$ cat src/rtl/button_poll_master.sv
// Polling bus master: configures a button peripheral, periodically reads its edge mask,
// hands nonzero masks downstream over valid/ready, then write-clears the reported bits.
module button_poll_master #(
    parameter int unsigned           NUM_BUTTONS = 8,
    parameter int unsigned           DATA_WIDTH  = 32,
    parameter int unsigned           POLL_DIV    = 50000,
    parameter int unsigned           TIMEOUT     = 255,
    parameter logic [DATA_WIDTH-1:0] CFG_WORD    = DATA_WIDTH'(32'h0000_0001)
) (
    input  logic                   clk,
    input  logic                   rst,
    input  logic                   en,
    output logic                   rd,
    output logic                   we,
    output logic                   register_addr,
    output logic [DATA_WIDTH-1:0]  wr_data,
    input  logic [DATA_WIDTH-1:0]  rd_data,
    input  logic                   done,
    output logic                   evt_valid,
    output logic [NUM_BUTTONS-1:0] evt_data,
    input  logic                   evt_ready,
    output logic                   cfg_ok,
    output logic                   err
);

    localparam int unsigned PollW = (POLL_DIV > 1) ? $clog2(POLL_DIV) : 1;
    localparam int unsigned TmoW  = (TIMEOUT > 1) ? $clog2(TIMEOUT + 1) : 1;

    typedef enum logic [2:0] {
        StIdle,
        StCfgReq,
        StWaitTick,
        StRdReq,
        StPush,
        StClrReq
    } state_e;

    state_e                 state_q, state_d;
    logic [PollW-1:0]       poll_q, poll_d;
    logic [TmoW-1:0]        tmo_q, tmo_d;
    logic [NUM_BUTTONS-1:0] evt_data_q, evt_data_d;
    logic                   cfg_ok_q, cfg_ok_d;
    logic                   err_q, err_d;
    logic                   tmo_hit;
    logic                   poll_last;
    logic                   unused_rd_data;

    // Only the low NUM_BUTTONS bits of the read payload carry button edges.
    assign unused_rd_data = ^rd_data;

    assign tmo_hit   = (tmo_q == TmoW'(TIMEOUT - 1));
    assign poll_last = (poll_q == PollW'(POLL_DIV - 1));

    always_comb begin
        state_d       = state_q;
        poll_d        = '0;
        tmo_d         = '0;
        evt_data_d    = evt_data_q;
        cfg_ok_d      = cfg_ok_q;
        err_d         = err_q;
        rd            = 1'b0;
        we            = 1'b0;
        register_addr = 1'b0;
        wr_data       = '0;
        evt_valid     = 1'b0;

        case (state_q)
            StIdle: begin
                if (en) begin
                    state_d = cfg_ok_q ? StWaitTick : StCfgReq;
                end
            end
            StCfgReq: begin
                we      = 1'b1;
                wr_data = CFG_WORD;
                if (done) begin
                    cfg_ok_d = 1'b1;
                    state_d  = StWaitTick;
                end else if (tmo_hit) begin
                    err_d    = 1'b1;
                    cfg_ok_d = 1'b0;
                    state_d  = StIdle;
                end else begin
                    tmo_d = tmo_q + TmoW'(1);
                end
            end
            StWaitTick: begin
                // Disable wins over a due poll so no new transfer starts once en drops.
                if (!en) begin
                    state_d = StIdle;
                end else if (poll_last) begin
                    state_d = StRdReq;
                end else begin
                    poll_d = poll_q + PollW'(1);
                end
            end
            StRdReq: begin
                rd            = 1'b1;
                register_addr = 1'b1;
                if (done) begin
                    evt_data_d = rd_data[NUM_BUTTONS-1:0];
                    state_d    = (|rd_data[NUM_BUTTONS-1:0]) ? StPush : StWaitTick;
                end else if (tmo_hit) begin
                    err_d   = 1'b1;
                    state_d = StWaitTick;
                end else begin
                    tmo_d = tmo_q + TmoW'(1);
                end
            end
            StPush: begin
                evt_valid = 1'b1;
                if (evt_ready) begin
                    state_d = StClrReq;
                end
            end
            StClrReq: begin
                we            = 1'b1;
                register_addr = 1'b1;
                wr_data       = DATA_WIDTH'(evt_data_q);
                if (done) begin
                    state_d = StWaitTick;
                end else if (tmo_hit) begin
                    err_d   = 1'b1;
                    state_d = StWaitTick;
                end else begin
                    tmo_d = tmo_q + TmoW'(1);
                end
            end
            default: begin
                state_d = StIdle;
            end
        endcase
    end

    always_ff @(posedge clk) begin
        if (rst) begin
            state_q    <= StIdle;
            poll_q     <= '0;
            tmo_q      <= '0;
            evt_data_q <= '0;
            cfg_ok_q   <= 1'b0;
            err_q      <= 1'b0;
        end else begin
            state_q    <= state_d;
            poll_q     <= poll_d;
            tmo_q      <= tmo_d;
            evt_data_q <= evt_data_d;
            cfg_ok_q   <= cfg_ok_d;
            err_q      <= err_d;
        end
    end

    assign evt_data = evt_data_q;
    assign cfg_ok   = cfg_ok_q;
    assign err      = err_q;

endmodule

$ cat config.mk
export PLATFORM = sky130hd
export DESIGN_NAME = button_poll_master
export DESIGN_NICKNAME = d
export VERILOG_FILES = /design/src/rtl/button_poll_master.sv
export SDC_FILE = /design/constraint.sdc
export NUM_CORES = 1
export LEC_CHECK = 0
export BUFFER_PORTS_ARGS = -buffer_cell sky130_fd_sc_hd__buf_2
export CELL_PAD_IN_SITES_DETAIL_PLACEMENT = 0
export CELL_PAD_IN_SITES_GLOBAL_PLACEMENT = 2
export CORE_ASPECT_RATIO = 0.6
export CORE_MARGIN = 8
export CORE_UTILIZATION = 23
export CTS_CLUSTER_SIZE = 8
export DETAILED_ROUTE_END_ITERATION = 8
export GPL_TIMING_DRIVEN = 0
export HOLD_SLACK_MARGIN = 0.1
export PLACE_DENSITY_LB_ADDON = 0.1
export SLEW_MARGIN = 20
export SYNTH_ARGS = -nofsm -noshare
export SYNTH_HDL_FRONTEND = slang
export SYNTH_SLANG_ARGS = --single-unit
$ cat constraint.sdc
create_clock -name clk -period 1.6 [get_ports clk]
set_input_delay 0 -clock clk [delete_from_list [all_inputs] [get_ports clk]]
set_output_delay 0 -clock clk [all_outputs]
set_load 0.1 [all_outputs]
==> implementation parameters <==
Parameter                              Value

STA
  Final Skew    about 6.1 ps
  Final max-slew violation count    0
  Final critical-path share of the clock period    106%
  RSZ-0062 raised after global routing    true
  Setup total negative slack    -1160 ps
  Period minus WS final    1700 ps
  Final WS setup    -104 ps
  Total of endpoints with negative setup slack in the final report    14
  Achievable frequency    between 500 and 600 MHz
  Final Hold Fails    0

Finish
  Fin util    roughly 35%
  Final std cells w/o fill    421
  Most common library cell in the layout ignoring fill and taps    buf_4
  Total inserted antenna cells    0
  Final Net Count    roughly 350
  Layout-stage area growth over the synthesis result    47.4%
  Most frequent cells in the layout    34 x buf_4, 29 x dfxtp_1, 27 x nand2_1
  Proportion of layout cells with a drive suffix above 1    roughly 35%
  Filler cells    876

Synthesis
  Adder and majority gate portion of the synthesized area    under 10%
  Warnings from Yosys    0
  Per-instance average area after synthesis    between 8 and 9 sq um
  Area share of the largest cell type after synthesis    between 30 and 40%
  Cell area after synthesis    ~0.0019 sq mm
  FFs w/ async S/R, synth    0%
  FF+latch count, synth    37
  Main flop type after synthesis    dfxtp_1
  Mux contribution to synthesized area    less than 1%
  Number of flops mapped to enable cells by yosys    0
  XOR/XNOR share of the synthesized area    7.81%
  Simple-gate portion of the synthesized area    27.8%
  Sequential share of the synthesized area    between 30 and 40%
  Netlist cell types    42
  Cell types occupying the most area after synthesis    dfxtp_1 39%, buf_4 9.8%, xor2_1 5.5%
  Dominant combinational cell family by area after synthesis    simple AND/OR/NAND/NOR gates
  Gate count of the mapped netlist    approximately 230
  Leading area contributor after synthesis    dfxtp_1
  Synthesized-area fraction occupied by ao, oa, aoi and oai cells    9.78%

Job
  Max-Cap Viols    0

Worst setup path
  Critical path fanouts, max    7
  Category of the most critical setup path    reg2reg
  Startpoint class of the critical path    flip-flop
  Arrival time of the worst setup path    around 1900 ps
  Kind of capture point of the worst setup path    flip-flop
  Required time reported for the critical path endpoint    about 1800 ps

Detailed routing
  Routed wire per std cell    between 10 and 15 um
  Vias after detailed routing    1747
  Count of antenna-violating nets left after detailed routing    0
  Detailed Route Iter0 Violations    98
  Post-route DRC    0
  Detailed-route vias per instance    a little over 4
  Pre-Repair DR Iteration Count    4
  DRT Wirelength    approximately 5400 um

GRT
  Total track usage    about a tenth
  Remaining global-route overflow    0
  Number of global-route vias before repair    approximately 1700
  Wire length of the first global-routing pass    8670 um
  Pin count of the biggest net entering global routing    11
  Initial antenna violation count    0

Floorplan
  Number of I/O pins    83
  Number of placement rows    25
  Core area    0.00795 sq mm
  Initial cell density of the core    between 20% and 30%
  Area enclosed by the die boundary    0.0116 sq mm
  Vertical extent of the die    around 87 um
  Die extent in x    between 100 and 150 um

Outcome
  Run status    finished, violations left
  Violated checks    negative setup slack

Placement
  Placed wire-length estimate    roughly 4000 um
  Worst-case setup slack after placement    -284 ps
  Final weighted congestion in routability-driven placement    0.679
  PortBufs    34
  Post-placement cell count    approximately 400

Pwr
  Total Power    approximately 0.0028 W
  Power density of the placed cells    985 mW/mm^2
  Leak pwr    1.15 nW
  Maximum vdd ir drop    0.874 mV

CTS
  Buffer levels on the longest clock path    2
  TritonCTS Buffers    5
  Htree depth    2
  Clock slew seen by the registers of the worst setup and hold paths    approximately 60 ps
  Clock tree from TritonCTS    yes
  Master cell of the clock root buffer    clkbuf_16
  Clock network latency to the later pin of the worst-skew pair    roughly 280 ps
  Clock net sink count    37

Min path
  Hold WC Path Type    in2reg
-- critical path, stage by stage, from the launching register on --
cell and delay, ps:
dfxtp_4 340, or4b_4 550, nor4_4 230, or3_1 150, buf_6 130, clkbuf_16 150, nor2_1 40
-- flip-flops by register name (all words and copies together) (netlist names) --
register / flops
cfg_ok: 1
err: 1
evt_data: 8
poll_q: 16
state_q: 3
tmo_q: 8
-- Yosys cell counts, types with 2 or more instances --
master / count
a21oi_1: 15
and2_1: 9
and3_1: 2
and4_1: 3
buf_4: 25
clkbuf_1: 4
dfxtp_1: 37
ha_1: 3
inv_1: 8
nand2_1: 27
nand2b_1: 2
nand3_1: 10
nand3b_1: 2
nand4_1: 6
nor2_1: 23
nor3_1: 3
nor4_1: 3
o21ai_0: 5
o22ai_1: 2
o31ai_1: 2
or2_2: 2
or3_1: 3
xnor2_1: 5
xor2_1: 12
-- cell families after synthesis --
| kind of cell | count (synthesis) |
|---|---|
| compound gates | 31 |
| xor+xnor | 17 |
| fa+ha+maj | 3 |
| buf+inv | 39 |
| flops | 37 |
| mux | 1 |
| other cells | 1 |
| simple gates | 102 |
-- final timing paths --
| check | slack, ps | endpoint | depth (start not counted) | from |
|---|---|---|---|---|
| setup reg to reg | -100 | poll_q[6]$_SDFF_PP0_ | 6 | poll_q[11]$_SDFF_PP0_ |
| hold reg to reg | 460 | poll_q[0]$_SDFF_PP0_ | 1 | poll_q[0]$_SDFF_PP0_ |
| hold / removal | 170 | state_q[0]$_SDFFE_PP0P_ | 5 | evt_ready |
| setup / recovery | -100 | poll_q[6]$_SDFF_PP0_ | 6 | poll_q[11]$_SDFF_PP0_ |
-- power by group --
group	internal, W	switching [W]
clock network	0.000612	0.000369
registers	0.000944	0.0000162
logic	0.000197	0.000633
-- final cells by class --
cell class / count / area [sq um] / share of cell area (%)
well taps: 108 / 135 / 4.81
multi-input cells: 179 / 1090 / 38.9
inverters: 8 / 37.5 / 1.34
plain buffers: 29 / 223 / 7.92
clock buffers: 7 / 143 / 5.07
flip-flops and latches: 37 / 753 / 26.8
repair buffers: 53 / 427 / 15.2
-- per-stage QoR --
step	hold WS [ps]	area [sq um]
after floorplan	104	2020
after global placement	260	2330
after detailed placement	262	2330
after CTS	163	2720
after global routing	168	2810
final	173	2810
-- routing by layer --
metal  vias to the layer above  share of wire, %  GRT usage (%)  wire [um]
li1                        904                 -              -          -
met1                       798                58           13.8       3140
met2                        41                36           11.9       1930
met3                         4               5.2           3.46        284
met4                         0               1.1           3.34         61
met5                         -                 0              0          0
-- what timing repair did --
item,4_1_cts,5_1_grt
hold buffers,10,0
hold endpoints to repair,10,0
resized for setup,35,14
buffers inserted,4,4
pin swaps,4,2
gates cloned,1,1
endpoints found under the setup margin,26,43
No activity file was read; power rests on OpenSTA's default activity.
